`config.mk`:
```
export PLATFORM = sky130hd
export DESIGN_NAME = rotating_square_ctrl
export DESIGN_NICKNAME = d
export VERILOG_FILES = /design/src/rtl/rotsq_pkg.sv /design/src/rtl/disp_mux4.sv /design/src/rtl/rotating_square_ctrl.sv
export SDC_FILE = /design/constraint.sdc
export NUM_CORES = 1
export LEC_CHECK = 0
export CAP_MARGIN = 20
export CORE_AREA = 2 2 39 41
export CTS_CLUSTER_DIAMETER = 150
export DETAILED_ROUTE_END_ITERATION = 8
export DIE_AREA = 0 0 41 43
export PLACE_DENSITY = 0.76
export SYNTH_ARGS = -nofsm -noshare
export SYNTH_HDL_FRONTEND = slang
export SYNTH_SLANG_ARGS = --single-unit
```
`constraint.sdc`:
```
create_clock -name clk -period 1.85 [get_ports clk]
set_clock_uncertainty 0.2 [all_clocks]
set_input_delay 0.2775 -clock clk [delete_from_list [all_inputs] [get_ports clk]]
set_output_delay 0.2775 -clock clk [all_outputs]
set_load 0.05 [all_outputs]
```
`src/rtl/rotsq_pkg.sv`:
```
// Shared constants for the rotating-square display demo: active-low segment
// patterns and the position-to-digit decode.
package rotsq_pkg;
  localparam logic [7:0] SSEG_UPPER = 8'h9C;
  localparam logic [7:0] SSEG_LOWER = 8'hA3;
  localparam logic [7:0] SSEG_BLANK = 8'hFF;
  localparam int         NUM_POS    = 8;
  localparam int         POS_W      = $clog2(NUM_POS);

  // Top row runs left to right (digit 3..0), bottom row runs back right to left.
  function automatic logic [7:0] pos_pat(input logic [POS_W-1:0] pos, input logic [1:0] dig);
    logic [7:0] pat;
    pat = SSEG_BLANK;
    if (!pos[2]) begin
      if (dig == ~pos[1:0]) pat = SSEG_UPPER;
    end else begin
      if (dig == pos[1:0]) pat = SSEG_LOWER;
    end
    return pat;
  endfunction
endpackage

```
`src/rtl/disp_mux4.sv`:
```
// Four-digit time-multiplexer: free-running refresh counter whose top two bits
// pick the active (low) anode and the matching segment pattern.
module disp_mux4 #(
  parameter int REFRESH_BITS = 2
) (
  input  logic            clk,
  input  logic            reset,
  input  logic [3:0][7:0] pats_i,
  output logic [3:0]      an,
  output logic [7:0]      sseg
);
  logic [REFRESH_BITS-1:0] rcnt_q, rcnt_d;
  logic [1:0]              sel;

  always_comb begin
    rcnt_d = rcnt_q + REFRESH_BITS'(1);
    sel    = rcnt_q[REFRESH_BITS-1 -: 2];
    an     = ~(4'b0001 << sel);
    sseg   = pats_i[sel];
  end

  always_ff @(posedge clk or negedge reset) begin
    if (!reset) rcnt_q <= '0;
    else        rcnt_q <= rcnt_d;
  end
endmodule

```
`src/rtl/rotating_square_ctrl.sv`:
```
// Rotating half-square demo: step divider, 8-position square register and
// per-digit pattern decode, feeding the 4-digit display multiplexer.
module rotating_square_ctrl
  import rotsq_pkg::*;
#(
  parameter int ROT_DIV      = 10,
  parameter int REFRESH_BITS = 2
) (
  input  logic       clk,
  input  logic       reset,
  input  logic       en,
  input  logic       cw,
  output logic [3:0] an,
  output logic [7:0] sseg
);
  localparam int                DIV_W    = $clog2(ROT_DIV);
  localparam logic [DIV_W-1:0]  DIV_LAST = DIV_W'(ROT_DIV - 1);

  logic [DIV_W-1:0] div_q, div_d;
  logic [POS_W-1:0] pos_q, pos_d;
  logic             tick;
  logic [3:0][7:0]  pats;
  logic [7:0]       sseg_pats_0, sseg_pats_1, sseg_pats_2, sseg_pats_3;

  // Divider is held at zero while disabled so re-enabling gives a full interval.
  always_comb begin
    tick  = en && (div_q == DIV_LAST);
    div_d = div_q;
    pos_d = pos_q;
    if (!en) begin
      div_d = '0;
    end else if (tick) begin
      div_d = '0;
      pos_d = cw ? pos_q + POS_W'(1) : pos_q - POS_W'(1);
    end else begin
      div_d = div_q + DIV_W'(1);
    end
  end

  always_ff @(posedge clk or negedge reset) begin
    if (!reset) begin
      div_q <= '0;
      pos_q <= '0;
    end else begin
      div_q <= div_d;
      pos_q <= pos_d;
    end
  end

  always_comb begin
    for (int d = 0; d < 4; d++)
      pats[d] = en ? pos_pat(pos_q, 2'(d)) : SSEG_BLANK;
  end

  assign sseg_pats_0 = pats[0];
  assign sseg_pats_1 = pats[1];
  assign sseg_pats_2 = pats[2];
  assign sseg_pats_3 = pats[3];

  disp_mux4 #(.REFRESH_BITS(REFRESH_BITS)) u_mux (
    .clk    (clk),
    .reset  (reset),
    .pats_i (pats),
    .an     (an),
    .sseg   (sseg)
  );
endmodule

```
; Word-level counts from Yosys, hierarchy flattened
; Cells that the tools add are included.
[totals]
inputBits = 4
output_inout_bits = 12
word_cells = 43
reg_bits = 9
[op_classes]
muxes = 21
n_reduce_logical = 4
addsub = 4
n_bitwise = 2
shift = 1
order_cmp = 1
eq_ne = 7
[ops]
columns = op, count
row1 = 8-bit 2-to-1 mux, 9
row2 = 7-bit 2-to-1 mux, 8
row3 = 8-bit binary-select mux with 2-bit select, 1
row4 = "2-bit == test, first input constant", 4
row5 = 4-bit 2-to-1 mux, 2
row6 = "4-bit by 1-bit adder with 4-bit output, second input constant", 1
row7 = "1-bit by 2-bit == test with 1-bit output, first input constant", 2
row8 = "4-bit == test, second input constant", 1
row9 = 2-bit logical NOT, 2
row10 = 4-bit inverter, 1
row11 = "1-bit by 2-bit << shifter with 4-bit output, first input constant", 1
row12 = "3-bit by 1-bit adder with 3-bit output, second input constant", 1
row13 = "2-bit by 3-bit less-than comparator with 1-bit output, second input constant", 1
row14 = 3-bit 2-to-1 mux, 1
row15 = "3-bit by 1-bit subtractor with 3-bit output, second input constant", 1
row16 = "2-bit by 1-bit adder with 2-bit output, second input constant", 1
row17 = 2-bit inverter, 1
row18 = 2-bit AND reduction, 1
row19 = 1-bit logical AND, 1

; Longest topological paths before layout
[depth]
word_depth = 7
depth_mapped = 5
mapped_depth_nobuf = 5

; By module
; From an unflattened synthesis, not the netlist that was laid out.
[unflattened]
cells_unflattened = 82
hier_area_um2 = 853.3
[modules_own_cells]
columns = mod, area_per_inst_um2, cells_per_inst, n_inst
row1 = rotating_square_ctrl, 534.3, 60, 1
row2 = disp_mux4, 319.1, 22, 1

; Worst setup path after synthesis
; Ideal clock, no wire load.
[synth_timing]
kind = reg2out
startpoint = reg pos_q[0]
endpoint = out sseg[6]
n_path_buf = 0
stages_incl_launch_ff = 4
arrival_ns = 1.606
slack_ns = -0.234
cell_sequence = dfrtp_1 xnor2_1 nand4_1 and2_4
[synth_via]
elab_chain_len = 7
elab_cells_between_ends = 27
cone_classes = eq/ne (6) / mux (18) / bitwise (1) / reduce/logical (2)
[synth_lines]
columns = element, line
row1 = "start, declared", rotating_square_ctrl.sv:20  ; logic [POS_W-1:0] pos_q, pos_d;
row2 = "start signal, assigned", rotating_square_ctrl.sv:46  ; pos_q <= pos_d;
row3 = 2-bit inverter, rotsq_pkg.sv:15  ; if (dig == ~pos[1:0]) pat = SSEG_UPPER;
row4 = "1-bit by 2-bit == test with 1-bit output, or another cell as far along", rotsq_pkg.sv:15
row5 = 7-bit 2-to-1 mux, rotsq_pkg.sv:15
row6 = 8-bit 2-to-1 mux, rotsq_pkg.sv:14  ; if (!pos[2]) begin
row7 = 8-bit 2-to-1 mux, rotating_square_ctrl.sv:52  ; pats[d] = en ? pos_pat(pos_q, 2'(d)) : SSEG_BLANK;
row8 = 8-bit binary-select mux with 2-bit select *, disp_mux4.sv:19  ; sseg = pats_i[sel];
row9 = 8-bit 2-to-1 mux (not written as such) *, disp_mux4.sv:19
row10 = "end, declared", rotating_square_ctrl.sv:14  ; output logic [7:0] sseg
; Every way passes the cells marked *; elsewhere a longest branch is shown, timed or not. The select of a mux whose other input is x is not followed.

; Worst setup path in the final report
[layout_timing]
startpoint = reg u_mux.rcnt_q[0]
endpoint = out sseg[6]
[layout_via]
elab_chain_len = 2
[layout_lines]
columns = element, line
row1 = "start, declared", disp_mux4.sv:12  ; logic [REFRESH_BITS-1:0] rcnt_q, rcnt_d;
row2 = "start signal, assigned", disp_mux4.sv:24  ; else rcnt_q <= rcnt_d;
row3 = 8-bit binary-select mux with 2-bit select, disp_mux4.sv:19
row4 = 8-bit 2-to-1 mux (not written as such), disp_mux4.sv:19
; Every way passes these cells. The select of a mux whose other input is x is not followed.

==> impl_metrics.prom <==
# TYPE chip_impl_metric gauge
chip_impl_metric{name="first_pass_grt_wire_length",unit="um"} 1520
chip_impl_metric{name="fin_cells",unit=""} 90
chip_impl_metric{name="finish.net_count",unit=""} 86
chip_impl_metric{name="detailed_route_drc_error_count",unit=""} 0
chip_impl_metric{name="boundaryPins",unit=""} 16
chip_impl_metric{name="grt_max_degree",unit=""} 10
chip_impl_metric{name="post-route-min-period",unit="ns"} 2.10
chip_impl_info{name="cpMaxStageDelayCell",value="sky130_fd_sc_hd__or4b_4"} 1
chip_impl_metric{name="leakage_component_of_the_power",unit="nW"} 0.441
chip_impl_metric{name="synth_edf_count",unit=""} 0
chip_impl_metric{name="floorplan.die.height",unit="um"} 43
chip_impl_metric{name="ff2ff_path_depth",unit=""} 5
chip_impl_metric{name="die_span_in_x",unit="um"} 41
chip_impl_metric{name="dp.cells",unit=""} 86
chip_impl_metric{name="gpl.final_weighted_congestion",unit=""} 0.708
chip_impl_info{name="timing.rr.end",value="pos_q[2]"} 1
chip_impl_metric{name="cts.reportedPaths.clkPinSlew",unit="ns"} 0.07
chip_impl_metric{name="netlist_instances",unit=""} 53
chip_impl_metric{name="ctsHoldBuffers",unit=""} 0
chip_impl_metric{name="ys_seq_elements",unit=""} 9
chip_impl_metric{name="synth_largest_type_area_fraction",unit="%"} 40.3
chip_impl_metric{name="met2_usage",unit="%"} 21.9
chip_impl_metric{name="post_syn_nets",unit=""} 64
chip_impl_metric{name="critical_path_peak_fanout",unit=""} 2
chip_impl_metric{name="globalRoute.totalOverflow",unit=""} 0
chip_impl_info{name="post-synth-top-count-cell",value="sky130_fd_sc_hd__dfrtp_1"} 1
chip_impl_metric{name="met1_usage",unit="%"} 13.7
chip_impl_metric{name="synth-async-reset-ratio",unit="%"} 100
chip_impl_metric{name="fraction_of_the_mapped_netlist_area_in_compound_gates",unit="%"} 3.80
chip_impl_metric{name="grt_use_total",unit="%"} 12.8
chip_impl_metric{name="share_of_layout_cells_above_drive_strength_1",unit="%"} 36.5
chip_impl_metric{name="diodes",unit=""} 0
chip_impl_metric{name="timing.reg2reg.setup_slack",unit="ns"} 0.22
chip_impl_info{name="ff_to_ff_start",value="pos_q[1]"} 1
chip_impl_info{name="worst_setup_path_end_kind",value="output pin"} 1
chip_impl_metric{name="io_buffer_count",unit=""} 14
chip_impl_metric{name="post_synth_xor_area_fraction",unit="%"} 7.83
chip_impl_metric{name="wl_per_cell",unit="um"} 10.0
chip_impl_info{name="timing.hold.worst.class",value="in2async"} 1
chip_impl_info{name="crit_chain",value="xnor2_1 > or4b_4 > and2_4 > buf_8"} 1
chip_impl_metric{name="worstSkewPairLatency",unit="ns"} 0.27
chip_impl_metric{name="timing.final.ws_setup",unit="ns"} -0.254
chip_impl_info{name="grt_most_used_layer",value="met2"} 1
chip_impl_info{name="ys_dominant_reg_cell",value="sky130_fd_sc_hd__dfrtp_1"} 1
chip_impl_metric{name="detail_route.wirelength",unit="um"} 901
chip_impl_metric{name="cts_max_path_buffers",unit=""} 2
chip_impl_metric{name="syn2layout_area_growth",unit="%"} 55.7
chip_impl_metric{name="final_setup_violation_count",unit=""} 4
chip_impl_metric{name="yosysSeqAreaShare",unit="%"} 40.3
chip_impl_metric{name="worst_path_required",unit="ns"} 1.37
chip_impl_metric{name="grt_use_met3",unit="%"} 1.57
chip_impl_info{name="grt_setup_unrepaired",value="true"} 1
chip_impl_metric{name="synth-adder-area-share",unit="%"} 17.0
chip_impl_metric{name="setup_tns_final",unit="ns"} -0.997
chip_impl_metric{name="timing.critical_path.slowest_cell_delay",unit="ns"} 0.52
chip_impl_metric{name="max_freq",unit="GHz"} 0.475
chip_impl_metric{name="synth.cell_area",unit="um2"} 559
chip_impl_metric{name="final-max-slew-violation-count",unit=""} 0
chip_impl_info{name="ys_top_cells_by_area",value="sky130_fd_sc_hd__dfrtp_1 (40%), sky130_fd_sc_hd__ha_1 (13%), sky130_fd_sc_hd__buf_4 (6.7%)"} 1
chip_impl_metric{name="synth.mux.area_fraction",unit="%"} 2.01
chip_impl_metric{name="cts_inserted_buffers",unit=""} 3
chip_impl_metric{name="cts_htree_levels",unit=""} 1
chip_impl_metric{name="post_synth.cell_area_avg",unit="um2"} 10.6
chip_impl_metric{name="post-cts-setup-buffers",unit=""} 0
chip_impl_metric{name="cap_violations",unit=""} 0
chip_impl_metric{name="synth_warnings",unit=""} 0
chip_impl_metric{name="netlist-cell-type-count",unit=""} 22
chip_impl_metric{name="drtAntennaViolNets",unit=""} 0
chip_impl_metric{name="synthesized_area_fraction_occupied_by_and_or_nand_nor_cells",unit="%"} 16.3
chip_impl_metric{name="worst_ir_drop_vdd",unit="mV"} 0.450
chip_impl_metric{name="core_area",unit="um2"} 1380
chip_impl_metric{name="dp_hpwl",unit="um"} 763
chip_impl_info{name="run_status",value="finished, violations left"} 1
chip_impl_metric{name="totalPowerFinal",unit="mW"} 0.420
chip_impl_metric{name="grt_antenna_before_repair",unit=""} 0
chip_impl_info{name="timing.setup.critical_path_class",value="reg2out"} 1
chip_impl_info{name="clock-root-buffer",value="sky130_fd_sc_hd__clkbuf_4"} 1
chip_impl_metric{name="final_min_period_over_clock_period",unit="%"} 114
chip_impl_metric{name="dieArea",unit="um2"} 1760
chip_impl_info{name="combinational_family_with_the_most_area_after_synthesis",value="adder cells"} 1
chip_impl_metric{name="power_density",unit="nW/um2"} 482
chip_impl_metric{name="grt_pass1_vias",unit=""} 392
chip_impl_info{name="worstSetupStartpointType",value="flop"} 1
chip_impl_metric{name="number_of_placement_rows",unit=""} 14
chip_impl_metric{name="crit_arrival",unit="ns"} 1.63
chip_impl_metric{name="detailedRoute.firstIterationViolations",unit=""} 1
chip_impl_info{name="synth_top_cell_by_area",value="sky130_fd_sc_hd__dfrtp_1"} 1
chip_impl_metric{name="detailroute.via_count",unit=""} 419
chip_impl_info{name="synth.top_cells.by_count",value="sky130_fd_sc_hd__dfrtp_1 (9), sky130_fd_sc_hd__inv_1 (8), sky130_fd_sc_hd__ha_1 (6), sky130_fd_sc_hd__buf_4 (5)"} 1
chip_impl_metric{name="detailedPlace.worstSlack",unit="ns"} -0.200
chip_impl_metric{name="hold_viol_final",unit=""} 0
chip_impl_metric{name="tritoncts_num_sinks",unit=""} 9
chip_impl_metric{name="start_util",unit="%"} 40.4
chip_impl_metric{name="first_pass_iters",unit=""} 3
chip_impl_info{name="failing_checks",value="setup timing"} 1
chip_impl_metric{name="vias_per_cell",unit=""} 4.66
chip_impl_info{name="cts_tree",value="built"} 1
## power by group
group	switching, mW	internal (mW)	total (mW)
registers	0.00677	0.204	0.210
logic	0.0272	0.0252	0.0524
clock network	0.0769	0.0800	0.157
## cell usage in the layout, fill, tap and decap left out, types with 2 or more instances in the layout
cell                              count
sky130_fd_sc_hd__xnor2_1              2
sky130_fd_sc_hd__clkdlybuf4s50_1      3
sky130_fd_sc_hd__nor2_1               3
sky130_fd_sc_hd__nand2_1              2
sky130_fd_sc_hd__inv_1                8
sky130_fd_sc_hd__buf_8                4
sky130_fd_sc_hd__ha_1                 6
sky130_fd_sc_hd__buf_4                7
sky130_fd_sc_hd__clkbuf_4             3
sky130_fd_sc_hd__buf_12               7
sky130_fd_sc_hd__xor2_1               2
sky130_fd_sc_hd__dfrtp_1              9
sky130_fd_sc_hd__nor3b_1              2
## metrics by stage
step	util (%)	area [um2]	hold slack [ns]
floorplan	-	567	-0.218
global placement	58.0	802	0.276
detailed placement	58.0	802	0.289
CTS	62.4	863	0.111
global route	62.9	871	0.131
finish	62.9	871	0.0927
## kinds of logic after synthesis
kind of cell / count (synthesis)
buf+inv: 13
fa+ha+maj: 7
xor+xnor: 5
simple gates: 14
flops: 9
compound gates: 3
other cells: 1
mux: 1
## cell type report
| type | count | area, um2 |
|---|---|---|
| tap | 16 | 20.0 |
| inverter | 8 | 30.0 |
| clock buffer | 3 | 22.5 |
| multi-input combinational | 31 | 274 |
| sequential | 9 | 225 |
| timing repair buffer | 22 | 294 |
| clock inverter | 1 | 5.00 |
| fill | 124 | 513 |
## repair_timing
| action | CTS | global route |
|---|---|---|
| pin swaps | 3 | 0 |
| cloned | 0 | 0 |
| resized for setup | 9 | 1 |
| endpoints found under the setup margin | 7 | 7 |
## metal layers
metal	share of wire, %	vias to the layer above
li1	-	204
met1	37	198
met2	56	15
met3	4.4	2
met4	2.1	0
met5	0	-
## critical path, delay by kind of cell (launching register included)
family	cells	cell delay [ns]
DFF	1	0.39
xor gates and xnor gates	1	0.14
buffers and inverters	1	0.14
and+or+nand+nor	2	0.68
## registers in the layout, summed over array words and instances (netlist names)
| signal | flops |
|---|---|
| pos_q | 3 |
| div_q | 4 |
| u_mux.rcnt_q | 2 |
## worst max path at each step
stage | startpoint | end | slack (ns) | cells after the start
global route | u_mux.rcnt_q[0] | sseg[6] | -0.31 | 4
detailed placement | en | sseg[6] | -0.20 | 4
CTS | u_mux.rcnt_q[0] | sseg[6] | -0.26 | 4
finish | u_mux.rcnt_q[0] | sseg[6] | -0.25 | 4
floorplan | pos_q[0] | sseg[6] | -0.23 | 3
global placement | en | sseg[6] | -0.20 | 4
Note: power is estimated with default switching activity, not from simulation.
